<file path="src/rtl/ff_dly_line.sv">
// Run-time selectable delay line: a shift register of up to gp_max_dly enabled samples
// with a tap mux, fill tracking for a valid flag, synchronous clear and a delay-load strobe.
module ff_dly_line #(
  parameter int gp_data_width = 8,
  parameter int gp_max_dly    = 8,
  parameter int gp_dly_width  = 6
) (
  input  logic                     i_clk,
  input  logic                     i_rst_an,
  input  logic                     i_ena,
  input  logic                     i_clr,
  input  logic                     i_ld,
  input  logic [gp_dly_width-1:0]  i_dly,
  input  logic [gp_data_width-1:0] i_data,
  output logic [gp_data_width-1:0] o_data,
  output logic                     o_vld,
  output logic [gp_dly_width-1:0]  o_dly
);

  localparam logic [gp_dly_width-1:0] LP_MAX = gp_dly_width'(gp_max_dly);
  localparam logic [gp_dly_width-1:0] LP_ONE = gp_dly_width'(1);

  logic [gp_data_width-1:0] r_stage [gp_max_dly];
  logic [gp_dly_width-1:0]  r_dly;
  logic [gp_dly_width-1:0]  r_fill;
  logic [gp_dly_width-1:0]  w_dly_clamped;
  logic [gp_data_width-1:0] w_tap;

  // A requested delay of zero is meaningless for a register line, so it maps to one.
  always_comb begin
    w_dly_clamped = i_dly;
    if (i_dly == '0) begin
      w_dly_clamped = LP_ONE;
    end else if (i_dly > LP_MAX) begin
      w_dly_clamped = LP_MAX;
    end
  end

  always_ff @(posedge i_clk) begin
    if (!i_rst_an) begin
      for (int k = 0; k < gp_max_dly; k++) begin
        r_stage[k] <= '0;
      end
      r_dly  <= LP_MAX;
      r_fill <= '0;
    end else begin
      if (i_ld) begin
        r_dly <= w_dly_clamped;
      end
      if (i_clr) begin
        for (int k = 0; k < gp_max_dly; k++) begin
          r_stage[k] <= '0;
        end
        r_fill <= '0;
      end else begin
        if (i_ena) begin
          r_stage[0] <= i_data;
          for (int k = 1; k < gp_max_dly; k++) begin
            r_stage[k] <= r_stage[k-1];
          end
        end
        // A load restarts the fill count so o_vld flags the delay discontinuity.
        if (i_ld) begin
          r_fill <= i_ena ? LP_ONE : '0;
        end else if (i_ena && (r_fill != LP_MAX)) begin
          r_fill <= r_fill + LP_ONE;
        end
      end
    end
  end

  // r_dly is always within 1..gp_max_dly, so exactly one tap matches.
  always_comb begin
    w_tap = '0;
    for (int k = 0; k < gp_max_dly; k++) begin
      if (r_dly == gp_dly_width'(k + 1)) begin
        w_tap = r_stage[k];
      end
    end
  end

  assign o_data = w_tap;
  assign o_vld  = (r_fill >= r_dly);
  assign o_dly  = r_dly;

endmodule

</file>
<file path="config.mk">
export PLATFORM = sky130hd
export DESIGN_NAME = ff_dly_line
export DESIGN_NICKNAME = d
export VERILOG_FILES = /design/src/rtl/ff_dly_line.sv
export SDC_FILE = /design/constraint.sdc
export NUM_CORES = 1
export LEC_CHECK = 0
export ABC_AREA = 1
export CAP_MARGIN = 25
export CORE_MARGIN = 3
export CORE_UTILIZATION = 55
export DETAILED_ROUTE_END_ITERATION = 12
export DONT_BUFFER_PORTS = 1
export PLACE_DENSITY = 0.73
export SLEW_MARGIN = 0
export SYNTH_ARGS = -nofsm -noshare
export SYNTH_HDL_FRONTEND = slang
export SYNTH_SLANG_ARGS = --single-unit
</file>
<file path="constraint.sdc">
create_clock -name i_clk -period 2.1 [get_ports i_clk]
set_clock_uncertainty 0.2 [all_clocks]
set_input_delay 0.63 -clock i_clk [delete_from_list [all_inputs] [get_ports i_clk]]
set_output_delay 0.63 -clock i_clk [all_outputs]
set_load 0.005 [all_outputs]
</file>
; ---- Word level (Yosys, flattened, before mapping)
; Memory sizes are Yosys's and may differ from the RTL's.
; Cells that the tools add are included.
[totals]
reg_bits = 12
latchBits = 0
ram_bits = 64
rom_bits = 0
in_bits = 19
word_cells = 73
memories = 1
[mem_list]
columns = name, words, word_bits, rd, rd_clocked_by_memory_dff, write_ports, line_no
row1 = r_stage, 8, 8, 8, 0, 8, 23  ; logic [gp_data_width-1:0] r_stage [gp_max_dly];
[op_classes]
n_addsub = 1
multipliers = 0
div_mod_pow = 0
n_lt_le_gt_ge = 2
eq_ne = 9
n_shift = 0
muxes = 37
n_bitwise = 17
n_reduce_logical = 4
[op_table]
columns = operator, n
row1 = 8-bit two-way mux, 24
row2 = 6-bit by 3-bit equality test with 1-bit output (second input constant), 4
row3 = 6-bit two-way mux, 4
row4 = 1-bit OR, 16
row5 = 6-bit by 2-bit equality test with 1-bit output (second input constant), 2
row6 = 1-bit two-way mux, 9
row7 = 6-bit by 1-bit adder with 6-bit output (second input constant), 1
row8 = 6-bit by 1-bit equality test with 1-bit output (second input constant), 1
row9 = 6-bit by 4-bit equality test with 1-bit output (second input constant), 1
row10 = 6-bit >= comparator, 1
row11 = 6-bit by 4-bit > comparator with 1-bit output (second input constant), 1
row12 = 6-bit zero test, 1
row13 = 6-bit by 4-bit != test with 1-bit output (second input constant), 1
row14 = 2-bit nonzero test, 1
row15 = 2-bit OR reduction, 1
row16 = 1-bit logical AND, 1
row17 = 1-bit inverter, 1

; ---- Logic depth before layout (Yosys ltp)
; Gate-level depths: netlist of the first run.
[depth]
ltp_word = 9
mapped_depth = 9

; ---- Least setup slack after synthesis of the first run
; Ideal clock, no wire load.
[synth_path]
path_kind = register -> output
start = register r_dly[0] (netlist: o_dly[0])
end = output o_data[5]
arrival_time_ns = 1.195
required_time_ns = 1.270
slack_ns = 0.075
path_stages_with_launch = 8
n_path_buf = 1
cell_sequence = dfxtp_1 > inv_1 > nor2_4 > nand3_2 > buf_4 > nor2_1 > o21bai_1 > nand4_1
[synth_via]
elab_chain_len = 9
[synth_lines]
columns = item, line_no
row1 = "start, declared", 24  ; logic [gp_dly_width-1:0] r_dly;
row2 = "start signal, assigned", 48  ; r_dly <= w_dly_clamped;
row3 = 6-bit by 1-bit equality test with 1-bit output, 76  ; if (r_dly == gp_dly_width'(k + 1)) begin
row4 = 8-bit two-way mux (7 in a row), 76
row5 = 8-bit two-way mux *, 76
row6 = "end, declared", 15  ; output logic [gp_data_width-1:0] o_data,
; Every way passes the cells marked *; elsewhere a longest branch is shown, timed or not.

; ---- Final worst setup path of the first run
[layout_path]
start = register r_dly[5] (netlist: o_dly[5])
end = output o_data[6]
; The elaborated chain is that of the path after synthesis.

==> impl_metrics.py, run 1 <==
metrics = {
    "logic_synthesis": {
        "synth_compound_area_share_pct": 4.834,
        "synthesis.nets": 460,
        "ys_warn_count": 0,
        "yosysSeqAreaShare_pct": 52.58,
        "syn_area_per_cell_um2": 9.146,
        "synth_top_family_by_area": "simple AND/OR/NAND/NOR gates",
        "syn_area_um2": 3960,
        "synth.distinct_cells": 32,
        "synth-simple-area-share_pct": 29.76,
        "synth_xor_area_share_pct": 0.2212,
        "yosys.area_share.adder_pct": 2.528,
        "syn_inst": 433,
        "synth_mux_area_share_pct": 0,
        "ys_seq_elements": 76,
    },
    "sta": {
        "rsz0062_at_grt": "yes",
        "finalWorstSetupSlack_ps": -324.5,
        "tns_ps": -2696,
        "slew_violations": 0,
        "holdWs_ps": 216.7,
        "min_period_ps": 2425,
        "fin_crit_sh_pct": 115.5,
        "max_freq_mhz": 412.5,
        "worstMarginPinSlew_ps": 474.6,
        "setup_viol": 9,
        "slew_headroom_pct": 68.24,
        "final-hold-violation-count": 0,
    },
    "global_routing": {
        "grt_use_total_pct": 20.88,
        "grt_first_pass_wirelength_um": 13540,
        "first_global_vias": 2806,
        "grt_max_degree": 29,
        "antenna_found_initial": 0,
        "globalRouteOverflowTotal": 0,
    },
    "drt": {
        "num_vias": 2875,
        "top_layer": "met4",
        "met3WireLength_um": 302,
        "wl_per_cell_um": 14.28,
        "drt_iter0_drc": 200,
        "wl_met1_um": 3738,
        "drc": 0,
        "via_per_inst": 5.071,
        "firstDrtPassIters": 4,
        "antenna_left": 0,
        "wl_met2_um": 3892,
        "totalWireLength_um": 8096,
    },
    "critical_path": {
        "cp-end-kind": "output port",
        "r2r-start": "r_fill[1]",
        "crit_start": "o_dly[5]",
        "startpoint_type": "register",
        "crit_slowest_cell": "dfxtp_2",
        "rrSetupSlack_ps": 370,
        "slowest_delay_ps": 340,
        "path_max_fanout": 5,
        "crit_type": "reg -> out",
        "crit_path_end": "o_data[6]",
        "r2r_cells": 9,
        "r2r_end": "r_fill[4]",
        "cp.arrival_ps": 1590,
        "cp.required_ps": 1270,
        "crit_chain": "nor2_4 -> buf_6 -> nand2_4 -> nor2_4 -> nand2_2 -> nand3_2 -> o21bai_1 -> nand4_1",
        "cp_common_cell": "nor2_4",
    },
    "floorplan": {
        "ios": 34,
        "core_area_um2": 6869,
        "die_x_um": 90.86,
        "rows": 30,
        "die-area_um2": 8255,
        "die-height_um": 90.86,
        "initial_core_util_pct": 57.65,
    },
    "power_and_ir_drop": {
        "power.leakage_nw": 1.852,
        "ir_drop_v": 0.0004864,
        "power_density_nw_per_um2": 632.5,
    },
    "placed_design": {
        "portBuffers": 0,
        "hpwl_um": 5632,
        "place_congestion": 0.7880,
    },
    "clock_network": {
        "cts.sinks": 76,
        "clk_pin_slew_worst_paths_ps": 80,
        "root_buffer": "clkbuf_8",
        "numCtsBuffers": 9,
        "cts_tree": "built",
        "clockBufferDepth": 2,
        "cts_hold_repair.buffers": 0,
        "clk_latency_ps": 350,
        "h-tree-depth": 3,
    },
    "outcome": {
        "violations": "negative setup slack",
        "status": "complete, but fails checks",
    },
    "finish": {
        "area_growth_pct": 18.42,
        "post-route-util_pct": 68.27,
        "diodes": 0,
        "final_common_cell": "nand2_1",
        "mostFrequentLayoutCells": "nand2_1 (77), inv_1 (71), edfxtp_1 (56), nor2_1 (48), nor2_4 (30)",
        "drive_above_1_share_pct": 28.66,
        "fin_nets": 493,
    },
    "min_path": {
        "hp-class": "in -> reg",
    },
    "flow_run": {
        "cap_violations": 0,
    },
}
[Yosys cell counts]
library cell / instances / area, µm²
inv_1: 77 / 289.0
nand4_1: 29 / 181.4
ha_1: 8 / 100.1
o211ai_1: 1 / 7.510
edfxtp_1: 56 / 1682
buf_6: 2 / 22.52
a211oi_1: 1 / 7.510
o21ai_0: 2 / 10.01
nor2_8: 1 / 20.02
dfxtp_1: 20 / 400.4
nand3_1: 12 / 60.06
nand3_2: 1 / 10.01
xor2_1: 1 / 8.760
o2111ai_1: 1 / 8.760
nand3b_1: 1 / 7.510
buf_2: 2 / 10.01
nor2_4: 24 / 270.3
inv_2: 4 / 15.01
o21bai_1: 8 / 60.06
buf_4: 2 / 15.01
nor3_1: 1 / 5.000
buf_12: 2 / 40.04
nor2_1: 54 / 202.7
o32ai_1: 1 / 8.760
or2_2: 1 / 6.260
clkbuf_1: 2 / 7.510
nor2_2: 12 / 75.07
nand2_2: 1 / 6.260
o21a_1: 1 / 7.510
o22ai_1: 1 / 6.260
nand2_1: 89 / 334.1
a21oi_1: 15 / 75.07
[registers in the layout, indices dropped and copies added (netlist names)]
signal   flops
r_stage     64
o_dly        6
r_fill       6
[power by group]
group | internal [mW] | total [mW] | switching (mW)
registers | 1.66 | 1.69 | 0.0311
clock network | 0.542 | 1.09 | 0.547
logic | 0.0609 | 0.190 | 0.129
[final cells by class]
type / instances / area, µm²
Tap cell: 96 / 120.1
Sequential cell: 76 / 2095
Clock buffer: 9 / 123.9
Clock inverter: 7 / 67.56
Multi-Input combinational cell: 266 / 1655
Timing Repair Buffer: 32 / 319.1
Inverter: 81 / 309.0
Fill cell: 542 / 2180
[kinds of logic (layout without fill, tap and decap cells)]
kind of cell	Yosys count	count (layout)
buffers and inverters	91	129
AOI/OAI and AO/OA	31	31
and+or+nand+nor	226	226
xor gates and xnor gates	1	1
DFF	76	76
adders and majority gates	8	8
[worst min-delay path by stage]
stage / cells past startpoint / slack [ps] / endpoint / from
floorplan: 2 / 260 / r_stage[0][0] / r_stage[0][0]
global placement: 2 / 280 / r_stage[0][6] / r_stage[0][6]
detailed placement: 2 / 290 / r_stage[0][0] / r_stage[0][0]
CTS: 2 / 210 / r_stage[0][3] / i_data[3]
global route: 2 / 210 / r_stage[0][1] / i_data[1]
finish: 2 / 220 / r_stage[0][1] / i_data[1]
[metrics by stage]
step	instance area (µm²)	total power, mW	worst slack [ps]	instances
2_1_floorplan	3960	1.848	75.29	433
3_3_place_gp	4248	1.895	-46.19	549
3_5_place_dp	4248	1.901	-89.89	549
4_1_cts	4597	2.980	-322.3	567
5_1_grt	4690	3.084	-413.5	567
6_report	4690	2.966	-324.5	567
[metal layers]
metal | up-vias | track usage, %
li1 | 1467 | -
met1 | 1336 | 27.75
met2 | 55 | 33.85
met3 | 17 | 4.000
met4 | 0 | 8.166
met5 | - | 0
[worst max-delay path: cells and delay by family (launching register included)]
kind | cells | cell delay (ps)
flip-flops | 1 | 340
AND/OR/NAND/NOR | 6 | 650
AO/OA/AOI/OAI | 1 | 100
buffers and inverters | 1 | 150
[timing repair]
action                     in CTS  in global routing
setup endpoints to repair       9                  9
pin swaps                      24                 21
resized for setup              40                 28
setup buffers                   2                  1
(Power assumes the default switching activity.)
==> inputs of run 2 (changes only) <==
--- a/constraint.sdc
+++ b/constraint.sdc
@@ -3,3 +3,3 @@
 set_input_delay 0.63 -clock i_clk [delete_from_list [all_inputs] [get_ports i_clk]]
 set_output_delay 0.63 -clock i_clk [all_outputs]
-set_load 0.005 [all_outputs]
+set_load 0.05 [all_outputs]
==> impl_metrics.py, run 2 (same netlist as run 1, synthesis figures left out) <==
metrics = {
    "global_routing": {
        "grt_first_pass_wirelength_um": 13830,
        "grt_max_degree": 33,
        "first_global_vias": 2890,
        "antenna_found_initial": 0,
        "grt_use_total_pct": 21.47,
        "globalRouteOverflowTotal": 0,
    },
    "sta": {
        "finalWorstSetupSlack_ps": -523.1,
        "slew_violations": 0,
        "rsz0062_at_grt": "yes",
        "final-hold-violation-count": 0,
        "setup_viol": 9,
        "min_period_ps": 2623,
        "fin_crit_sh_pct": 124.9,
        "slew_headroom_pct": 65.81,
        "max_freq_mhz": 381.2,
        "worstMarginPinSlew_ps": 511.0,
    },
    "finish": {
        "area_growth_pct": 21.23,
        "fin_nets": 503,
        "top_register": "r_stage",
        "diodes": 0,
        "fin_cells": 577,
        "final_common_cell": "nand2_1",
        "mostFrequentLayoutCells": "nand2_1 (87), inv_1 (71), edfxtp_1 (56), nor2_1 (49), nand4_1 (29)",
        "largest_reg_flops": 64,
        "drive_above_1_share_pct": 26.20,
    },
    "critical_path": {
        "crit_slowest_cell": "dfxtp_4",
        "cp-end-kind": "output port",
        "crit_chain": "nor2_4 -> nand3_4 -> nor2_1 -> o21bai_1 -> nand4_1 -> buf_12",
        "cp.arrival_ps": 1790,
        "slowest_delay_ps": 350,
        "cp.required_ps": 1270,
        "startpoint_type": "register",
        "path_max_fanout": 14,
        "crit_type": "reg -> out",
    },
    "drt": {
        "firstDrtPassIters": 4,
        "antenna_left": 0,
        "drc": 0,
        "totalWireLength_um": 8418,
        "drt_iter0_drc": 143,
        "num_vias": 2945,
        "via_per_inst": 5.104,
        "wl_per_cell_um": 14.59,
    },
    "clock_network": {
        "clk_latency_ps": 350,
        "root_buffer": "clkbuf_8",
        "h-tree-depth": 3,
        "clk_pin_slew_worst_paths_ps": 80,
        "clockBufferDepth": 2,
        "cts.sinks": 76,
        "cts_tree": "built",
        "numCtsBuffers": 9,
        "cts_hold_repair.buffers": 0,
    },
    "floorplan": {
        "rows": 30,
        "ios": 34,
        "die-height_um": 90.86,
        "die-area_um2": 8255,
        "die_x_um": 90.86,
        "initial_core_util_pct": 57.65,
        "core_area_um2": 6869,
    },
    "placed_design": {
        "portBuffers": 0,
        "placed_cells": 557,
        "hpwl_um": 6070,
        "place_congestion": 0.8515,
    },
    "flow_run": {
        "cap_violations": 0,
    },
    "power_and_ir_drop": {
        "total_power_mw": 3.019,
        "power.leakage_nw": 1.876,
        "power_density_nw_per_um2": 628.9,
        "ir_drop_v": 0.0003880,
    },
    "min_path": {
        "hp-class": "in -> reg",
    },
    "outcome": {
        "violations": "negative setup slack",
        "status": "complete, but fails checks",
    },
}
## run 2: cell count changes in the layout (fill, tap and decap cells not counted), moves of 3 or more
| cell | change |
|---|---|
| buf_4 | +8 |
| nand3_1 | +5 |
| dfxtp_4 | +4 |
| buf_12 | +9 |
| nand2_1 | +10 |
| buf_6 | -6 |
| nand3_2 | -6 |
| dfxtp_2 | -4 |
| nand2_2 | -9 |
| nor2_4 | -3 |
## run 2: layout make-up
type | instances | area [µm²]
clock inverter | 5 | 52.55
timing repair buffer | 42 | 476.7
fill | 522 | 2068
clock buffer | 11 | 131.4
inverter | 81 | 309.0
tap | 96 | 120.1
multi-input combinational | 266 | 1607
sequential | 76 | 2105
## run 2: what timing repair did
action                                  CTS  global route
pin swaps                                12             3
hold endpoints to repair                  0             0
buffers inserted                          3             1
resized for setup                        18             3
endpoints found under the setup margin    9             9
## run 2: critical path, delay by kind of cell (launching register included)
family	cells	cell delay, ps
buffers and inverters	1	200
and+or+nand+nor	4	740
AOI/OAI and AO/OA	1	150
DFF	1	350
## run 2: metrics by stage
| stage | TNS, ps | worst slack, ps | cell area (µm²) | hold WS, ps | util, % |
|---|---|---|---|---|---|
| CTS | -4300 | -520.0 | 4772 | 203.2 | 69.47 |
| global placement | -828.8 | -145.3 | 4491 | 298.5 | 65.37 |
| detailed placement | -1110 | -173.0 | 4491 | 296.5 | 65.37 |
| finish | -4386 | -523.1 | 4801 | 216.1 | 69.89 |
| global route | -5367 | -632.0 | 4801 | 216.2 | 69.89 |
| floorplan | -2174 | -301.1 | 4044 | 258.2 | - |
## run 2: report_power, final
| group | leakage [nW] | switching (mW) | internal, mW |
|---|---|---|---|
| Sequential | 0.819 | 0.0354 | 1.65 |
| Combinational | 0.963 | 0.170 | 0.0900 |
| Clock | 0.0947 | 0.527 | 0.544 |
| Total | 1.88 | 0.732 | 2.29 |
## run 2: path summary, 6_finish.rpt
kind | from | end | slack, ps | depth (start not counted)
worst max-delay path | o_dly[4] | o_data[7] | -520 | 6
worst min-delay path | i_data[6] | r_stage[0][6] | 220 | 2
worst max register to register | r_fill[1] | r_fill[3] | 380 | 10
worst min register to register | r_stage[0][3] | r_stage[0][3] | 310 | 2
## run 2: routing by layer
metal	global-route usage, %	share of wire (%)
met5	0	0
met4	6.910	1.2
met3	5.833	5.4
met2	35.08	50
met1	27.83	44
==> inputs of run 3 (changes only) <==
ABC_AREA = 0   (was 1)
==> impl_metrics.py, run 3 <==
metrics = {
    "critical_path": {
        "cp.required_ps": 1270,
        "r2r_end": "r_fill[0]",
        "path_max_fanout": 6,
        "crit_type": "reg -> out",
        "rrSetupSlack_ps": 190,
        "startpoint_type": "register",
        "cp.arrival_ps": 2050,
        "r2r-start": "r_fill[0]",
        "r2r_cells": 8,
        "cp-end-kind": "output port",
    },
    "placed_design": {
        "dp_slack_ps": -527.0,
        "place_congestion": 0.9270,
        "placed_cells": 401,
        "portBuffers": 0,
        "dpl_cell_area_um2": 4249,
        "hpwl_um": 5763,
    },
    "clock_network": {
        "clk_latency_ps": 340,
        "h-tree-depth": 3,
        "clk_pin_slew_worst_paths_ps": 80,
        "cts_tree": "built",
        "numCtsBuffers": 9,
        "cts.sinks": 76,
        "clockBufferDepth": 2,
        "root_buffer": "clkbuf_8",
    },
    "min_path": {
        "whs_path_depth": 1,
        "hold_path.startpoint": "i_dly[2]",
        "hp-class": "in -> reg",
        "min_to": "o_dly[2]",
    },
    "logic_synthesis": {
        "synth_top_area_share_pct": 46.70,
        "synth.top_cells.by_area": "edfxtp_1 (47%), dfxtp_1 (11%), and2_1 (9.7%)",
        "syn_inst": 292,
        "synthesis.nets": 319,
        "synth_top_cells_by_count": "and2_1 (56), edfxtp_1 (56), dfxtp_1 (20), nor2_1 (15), a21oi_1 (13)",
        "ys_seq_elements": 76,
        "ys_warn_count": 0,
        "synth.distinct_cells": 44,
        "synth.largest_area_cell": "edfxtp_1",
        "syn_area_um2": 3601,
        "ys.flop_type": "edfxtp_1",
        "syn_area_per_cell_um2": 12.33,
        "async_flop_share_pct": 0,
        "synth_edf_count": 56,
        "yosysSeqAreaShare_pct": 57.82,
    },
    "flow_run": {
        "cap_violations": 0,
    },
    "power_and_ir_drop": {
        "power_frac_comb_pct": 8.9,
        "pwr-share-seq_pct": 55.3,
        "total_power_mw": 3.061,
        "power_density_nw_per_um2": 648.5,
        "power.leakage_nw": 1.856,
        "ir_drop_v": 0.0005120,
        "p_int_mw": 2.334,
        "clock_power_share_pct": 35.8,
        "swShare_pct": 23.77,
        "switching_power_mw": 0.7276,
    },
    "sta": {
        "slew_headroom_pct": 67.12,
        "slew_violations": 0,
        "finalWorstSetupSlack_ps": -782.9,
        "tns_ps": -6385,
        "min_period_ps": 2883,
        "rsz0062_at_grt": "yes",
        "worstMarginPinSlew_ps": 493.2,
        "fin_crit_sh_pct": 137.3,
        "holdWs_ps": 205.4,
        "final-hold-violation-count": 0,
        "setup_viol": 9,
        "max_freq_mhz": 346.9,
    },
    "global_routing": {
        "grt_max_degree": 55,
        "first_global_vias": 2561,
        "globalRouteOverflowTotal": 0,
        "antenna_found_initial": 0,
        "grt_use_total_pct": 23.90,
        "grt_first_pass_wirelength_um": 13460,
    },
    "drt": {
        "totalWireLength_um": 8767,
        "wl_per_cell_um": 20.48,
        "via_per_inst": 6.019,
        "drt_iter0_drc": 223,
        "firstDrtPassIters": 4,
        "num_vias": 2576,
        "drc": 0,
        "antenna_left": 0,
    },
    "finish": {
        "largest_reg_flops": 64,
        "post-route-util_pct": 77.00,
        "fin_nets": 375,
        "seq_area_um2": 2102,
        "fill_cells": 350,
        "fin_cells": 428,
        "drive_above_1_share_pct": 35.69,
        "mostFrequentLayoutCells": "and2_1 (56), edfxtp_1 (56), buf_4 (37), nor2_1 (14), dfxtp_1 (14)",
        "area_growth_pct": 31.10,
        "top_register": "r_stage",
        "stdcell_area_um2": 4721,
        "diodes": 0,
        "multi_input_area_um2": 1678,
    },
    "floorplan": {
        "ios": 34,
        "die-area_um2": 7554,
        "die_x_um": 86.92,
        "die-height_um": 86.92,
        "initial_core_util_pct": 58.73,
        "core_area_um2": 6131,
        "rows": 28,
    },
    "outcome": {
        "status": "complete, but fails checks",
        "violations": "negative setup slack",
    },
}
==> run 3: cell count changes in the layout (fill, tap and decap cells not counted), moves of 7 or more <==
cell      change
nor2_1       -35
and2_1       +56
a21oi_1       -7
nand2b_1      +8
mux2i_1       +8
o21bai_1      -8
nor2_2       -13
a22oi_1       +9
nand2_1      -80
buf_4        +10
inv_1        -62
nand4_1      -27
nor2_4       -27
==> run 3: critical path: stages, from the launching register on <==
cell,delay (ps)
dfxtp_2,340
or2_4,310
nor4_4,250
buf_4,210
a22oi_2,70
a22o_1,260
o2111ai_4,100
buf_12,160
==> run 3: power groups by stage <==
stage               Combinational [mW]  Clock, mW  Sequential, mW
finish                           0.274       1.10            1.69
global route                     0.287       1.18            1.70
CTS                              0.269       1.09            1.69
detailed placement               0.250          0            1.72
global placement                 0.245          0            1.72
floorplan                        0.151          0            1.71
==> run 3: repair_timing <==
item | in CTS | in global routing
gates resized for setup | 27 | 9
setup endpoints to repair | 9 | 9
hold buffers | 0 | 0
hold endpoints to repair | 0 | 0
pin swaps | 12 | 16
setup buffers | 5 | 9
==> run 3: kinds of logic after synthesis <==
| kind of cell | count (synthesis) | synth area share [%] |
|---|---|---|
| buffers and inverters | 23 | 3.336 |
| flip-flops | 76 | 57.82 |
| AND/OR/NAND/NOR | 119 | 21.96 |
| AO/OA/AOI/OAI | 55 | 11.15 |
| XOR/XNOR | 3 | 0.7298 |
| adder cells (fa/ha/maj) | 8 | 2.780 |
| multiplexers | 8 | 2.224 |
==> run 3: layout make-up <==
| type | instances | share of cell area, % |
|---|---|---|
| tap | 75 | 1.988 |
| inverter | 11 | 0.8746 |
| sequential | 76 | 44.53 |
| clock inverter | 3 | 0.3976 |
| clock buffer | 13 | 3.790 |
| timing repair buffer | 57 | 12.88 |
| multi-input combinational | 193 | 35.54 |
==> run 3: worst max path at each step <==
| stage | to | start | depth (start not counted) |
|---|---|---|---|
| 2_1_floorplan | o_data[2] | o_dly[2] | 6 |
| 3_3_place_gp | o_data[2] | o_dly[0] | 5 |
| 6_report | o_data[4] | o_dly[4] | 7 |
| 3_5_place_dp | o_data[7] | o_dly[4] | 5 |
| 5_1_grt | o_data[4] | o_dly[4] | 7 |
| 4_1_cts | o_data[4] | o_dly[4] | 7 |
==> run 3: routing by layer <==
| metal | up-vias | GRT usage [%] | part of all wire (%) |
|---|---|---|---|
| li1 | 1196 | - | - |
| met5 | - | 0 | 0 |
| met2 | 96 | 34.78 | 48 |
| met1 | 1272 | 33.85 | 45 |
| met3 | 12 | 6.623 | 6.3 |
| met4 | 0 | 9.632 | 1.1 |
